--- src/rtl/pipe_pkg.sv ---
// Shared definitions for the elastic pipeline stage: state encoding,
// default bubble control value and occupancy width.
package pipe_pkg;

    localparam int unsigned PIPE_CTRL_W = 9;
    localparam int unsigned PIPE_OCC_W  = 2;

    localparam logic [PIPE_CTRL_W-1:0] PIPE_CTRL_NOP = '0;

    typedef enum logic [PIPE_OCC_W-1:0] {
        EMPTY = 2'd0,
        ONE   = 2'd1,
        TWO   = 2'd2
    } pipe_state_t;

endpackage

--- src/rtl/pipe_slot.sv ---
// One storage entry of the elastic stage: a load-enabled register holding
// the packed control and data fields, with a configurable reset value.
module pipe_slot #(
    parameter int unsigned     W       = 8,
    parameter logic [W-1:0]    RST_VAL = '0
) (
    input  logic         clk,
    input  logic         rst,
    input  logic         ld,
    input  logic [W-1:0] d,
    output logic [W-1:0] q
);

    always_ff @(posedge clk or posedge rst) begin
        if (rst) begin
            q <= RST_VAL;
        end else if (ld) begin
            q <= d;
        end
    end

endmodule

--- src/rtl/pipe_stage_elastic.sv ---
// Elastic pipeline register with a two-entry skid buffer; in_ready, out_valid
// and the head entry are all flop outputs, so no ready/valid path is combinational.
module pipe_stage_elastic
    import pipe_pkg::*;
#(
    parameter int unsigned        DATA_W   = 96,
    parameter int unsigned        CTRL_W   = PIPE_CTRL_W,
    parameter logic [CTRL_W-1:0]  CTRL_NOP = CTRL_W'(PIPE_CTRL_NOP)
) (
    input  logic                  clk,
    input  logic                  rst,
    input  logic                  flush,
    input  logic                  in_valid,
    output logic                  in_ready,
    input  logic [CTRL_W-1:0]     in_ctrl,
    input  logic [DATA_W-1:0]     in_data,
    output logic                  out_valid,
    input  logic                  out_ready,
    output logic [CTRL_W-1:0]     out_ctrl,
    output logic [DATA_W-1:0]     out_data,
    output logic [PIPE_OCC_W-1:0] occupancy
);

    localparam int unsigned SLOT_W = CTRL_W + DATA_W;

    pipe_state_t       state_q, state_d;
    logic              in_ready_q;
    logic              out_valid_q;
    logic              in_fire, out_fire;
    logic              main_ld, skid_ld, main_sel_skid, main_nop;
    logic [SLOT_W-1:0] main_q, main_d, skid_q, in_slot;

    assign in_slot  = {in_ctrl, in_data};
    assign in_fire  = in_valid & in_ready_q & ~flush;
    assign out_fire = out_valid_q & out_ready;

    always_comb begin
        state_d       = state_q;
        main_ld       = 1'b0;
        skid_ld       = 1'b0;
        main_sel_skid = 1'b0;
        main_nop      = 1'b0;
        if (flush) begin
            state_d  = EMPTY;
            main_ld  = 1'b1;
            main_nop = 1'b1;
        end else begin
            case (state_q)
                EMPTY: begin
                    if (in_fire) begin
                        state_d = ONE;
                        main_ld = 1'b1;
                    end
                end
                ONE: begin
                    if (in_fire && out_fire) begin
                        main_ld = 1'b1;
                    end else if (in_fire) begin
                        state_d = TWO;
                        skid_ld = 1'b1;
                    end else if (out_fire) begin
                        state_d = EMPTY;
                    end
                end
                TWO: begin
                    if (out_fire) begin
                        state_d       = ONE;
                        main_ld       = 1'b1;
                        main_sel_skid = 1'b1;
                    end
                end
                default: state_d = EMPTY;
            endcase
        end
    end

    // A flushed head keeps its payload (out_data holds) but its control becomes a bubble.
    always_comb begin
        if (main_nop) begin
            main_d = {CTRL_NOP, main_q[DATA_W-1:0]};
        end else if (main_sel_skid) begin
            main_d = skid_q;
        end else begin
            main_d = in_slot;
        end
    end

    // Ready and valid are registered from the next state so both stay flop outputs.
    always_ff @(posedge clk or posedge rst) begin
        if (rst) begin
            state_q     <= EMPTY;
            in_ready_q  <= 1'b1;
            out_valid_q <= 1'b0;
        end else begin
            state_q     <= state_d;
            in_ready_q  <= (state_d != TWO);
            out_valid_q <= (state_d != EMPTY);
        end
    end

    pipe_slot #(
        .W       (SLOT_W),
        .RST_VAL ({CTRL_NOP, {DATA_W{1'b0}}})
    ) u_main (
        .clk (clk),
        .rst (rst),
        .ld  (main_ld),
        .d   (main_d),
        .q   (main_q)
    );

    pipe_slot #(
        .W       (SLOT_W),
        .RST_VAL ('0)
    ) u_skid (
        .clk (clk),
        .rst (rst),
        .ld  (skid_ld),
        .d   (in_slot),
        .q   (skid_q)
    );

    assign in_ready  = in_ready_q;
    assign out_valid = out_valid_q;
    assign out_ctrl  = out_valid_q ? main_q[SLOT_W-1:DATA_W] : CTRL_NOP;
    assign out_data  = main_q[DATA_W-1:0];
    assign occupancy = PIPE_OCC_W'(state_q);

endmodule
--- config.mk ---
export PLATFORM = sky130hd
export DESIGN_NAME = pipe_stage_elastic
export DESIGN_NICKNAME = d
export VERILOG_FILES = /design/src/rtl/pipe_pkg.sv /design/src/rtl/pipe_slot.sv /design/src/rtl/pipe_stage_elastic.sv
export SDC_FILE = /design/constraint.sdc
export NUM_CORES = 1
export LEC_CHECK = 0
export BUFFER_PORTS_ARGS = -buffer_cell sky130_fd_sc_hd__buf_2
export CAP_MARGIN = 20
export CORE_AREA = 2 2 139 168
export CTS_CLUSTER_SIZE = 28
export DETAILED_ROUTE_END_ITERATION = 8
export DIE_AREA = 0 0 141 170
export PLACE_DENSITY = 0.79
export SYNTH_ARGS = -nofsm -noshare
export SYNTH_HDL_FRONTEND = slang
export SYNTH_SLANG_ARGS = --single-unit
--- constraint.sdc ---
create_clock -name clk -period 7.47 [get_ports clk]
set_clock_uncertainty 0.15 [all_clocks]
set_input_delay 0.747 -clock clk [delete_from_list [all_inputs] [get_ports clk]]
set_output_delay 0.747 -clock clk [all_outputs]
set_load 0.01 [all_outputs]
==> impl_metrics.ini <==
[run_status]
status = finished clean

[worst_setup_path]
max_stage_delay_ns = 0.65
worstSetupEndpointType = register
r2r_cells = 6
critPathSlowestCell = or2_4
cp_data_required_time_ns = 7.66
start_kind = register
cp_cell_sequence = nand4b_1 -> or2_4 -> buf_4 -> buf_16 -> mux2i_1 -> o21ai_1
regToRegSetupSlack_ns = 4.44
crit_type = reg -> reg
cp.arrival_ns = 3.22
worst-path-max-fanout = 48

[clock_network]
cts_tree = yes
clk_latency_ns = 0.51
post_cts_buffers = 0
clk_pin_slew_worst_paths_ns = 0.07
h-tree-depth = 1
ctsHoldBuffers = 0
cts_sinks = 214
clockBufferDepth = 3
cts_made_buffers = 22
cts_root_buf = clkbuf_16
ctsResizeCount = 0

[power]
p_leak_nw = 5.73
power_density_nw_per_um2 = 320
peakVddDrop_v = 0.000194

[synthesis]
synth_nets = 943
synth_area_per_cell_um2 = 12.0
syn_area_um2 = 9960
seq_area_frac_synth_pct = 53.8
synth_edf_count = 0
ys.flop_type = dfrtp_1
synthArstFlopShare_pct = 100
synthDistinctLibCells = 27
synth-warning-count = 0
netlist_instances = 833
ys_seq_elements = 214

[cells_and_area]
nFillCells = 1952
fin_nets = 1037
drive_gt1_share_pct = 39.2
fin_cells = 1219
syn2layout_area_growth_pct = 11.6
multiInputGateArea_um2 = 3500
regArea_um2 = 5360

[worst_hold_path]
hold_class = in -> async

[sta]
fmax_mhz = 330
setup_viol = 0
period_needed_ns = 3.03
fin_ws_ns = 4.44
fin_crit_sh_pct = 40.6
rsz0062_at_grt = false
setup_tns_ns = 0
worstMarginPinSlew_ns = 1.07
drv_slew = 0
maxSlewHeadroom_pct = 28.7
finalHoldViolCount = 0

[placed_design]
numPlacedInstances = 1181
place.detailed.hpwl_mm = 13.1
gp_congestion = 0.766
place_ws_ns = 3.85
portBuffers = 218

[detailed_routing]
vias = 6522
avgViaCountPerCell = 5.35
wl_per_cell_um = 17.6
drc = 0
drt-initial-drc-count = 205
ant_nets = 0
wl_mm = 21.4
drt-pass1-iter-count = 4

[die]
start_util_pct = 44.7
ios = 219
rows = 60
fp.dieW_um = 141
die-height_um = 170
fp.coreArea_um2 = 22300
fp.dieArea_um2 = 24000

[global_route]
grt_pass1_wl_mm = 34.5
grt_antenna_before_repair = 2
first_global_vias = 6757
grt_use_total_pct = 17.7
grt-ovfl-total = 0
grt_max_degree = 139

[run]
maxCapViolations = 0
## power by group
part           switching [W]  internal, W
Clock               0.000435     0.000633
Sequential          0.000190      0.00155
Combinational       0.000372     0.000387
Total               0.000997      0.00257
## cell usage after synthesis, types with 2 or more instances
master / number / area (um2)
buf_2: 13 / 65.1
a221oi_1: 9 / 78.8
a21oi_1: 13 / 65.1
nand2_1: 11 / 41.3
nor2_1: 5 / 18.8
inv_1: 10 / 37.5
buf_6: 12 / 135
clkbuf_1: 29 / 109
mux2i_1: 96 / 961
o21ai_0: 142 / 711
or2_1: 2 / 12.5
o21ai_1: 51 / 255
dfrtp_1: 213 / 5330
buf_4: 101 / 758
and2_1: 10 / 62.6
mux2_2: 105 / 1180
## registers in the layout, summed over array words and instances (netlist names)
| signal | count |
|---|---|
| u_main.q | 105 |
| out_valid | 1 |
| u_skid.q | 105 |
| in_ready | 1 |
| occupancy | 2 |
## through the flow
stage	instance area, um2	utilization [%]	hold slack (ns)	total power [W]
6_report	11100	49.8	0.249	0.00356
5_1_grt	11100	49.8	0.317	0.00377
4_1_cts	11100	49.7	0.310	0.00360
3_5_place_dp	10400	46.6	0.344	0.00252
3_3_place_gp	10400	46.6	0.334	0.00247
2_1_floorplan	9960	-	0.326	0.00240
## critical path, delay by kind of cell, from the launching register on
family	cells	cell delay [ns]
and+or+nand+nor	2	0.92
buffers and inverters	2	0.81
DFF	1	0.56
muxes	1	0.27
AOI/OAI and AO/OA	1	0.09
## kinds of logic (layout without fill, tap and decap cells)
| logic type | count (synthesis) | after routing | share of synthesized area [%] |
|---|---|---|---|
| AO/OA/AOI/OAI | 218 | 218 | 11.5 |
| buffers and inverters | 165 | 271 | 11.1 |
| AND/OR/NAND/NOR | 35 | 35 | 2.10 |
| other | 0 | 1 | 0 |
| multiplexers | 201 | 201 | 21.5 |
| flip-flops | 214 | 214 | 53.8 |
## cell usage in the layout (no fill, tap or decap), types with 2 or more instances in the layout
cell and n:
nor2_1 5, a221oi_1 9, buf_2 217, dfrtp_1 213, buf_4 7, and2_1 10, a21oi_1 13, nand2_1 11
mux2_2 105, clkinv_2 2, or2_4 2, o21ai_0 142, clkbuf_8 4, clkbuf_1 6, inv_1 9, clkbuf_16 23
mux2i_1 96, o21ai_1 51
## path summary, 6_finish.rpt
| check | from | endpoint |
|---|---|---|
| min | rst | u_main.q[59] |
| min in group clk | in_data[2] | u_skid.q[2] |
| max in group asynchronous | rst | u_skid.q[64] |
| max | out_valid | u_main.q[17] |
| min reg2reg | u_main.q[53] | u_main.q[53] |
| max reg2reg | out_valid | u_main.q[17] |
## cell type report
class                           instances  area share [%]
Antenna cell                            1          0.0225
Multi-Input combinational cell        454            31.5
Timing Repair Buffer                  225            10.5
Clock buffer                           33            5.88
Clock inverter                          3           0.360
Tap cell                              279            3.14
Inverter                               10           0.405
Sequential cell                       214            48.2
## layer usage
metal / wire [um] / track usage, %
met1: 8840 / 21.3
met2: 10600 / 31.4
met3: 1420 / 4.56
met4: 520 / 5.17
met5: 16 / 0
Power figures use the tool's default switching activity.
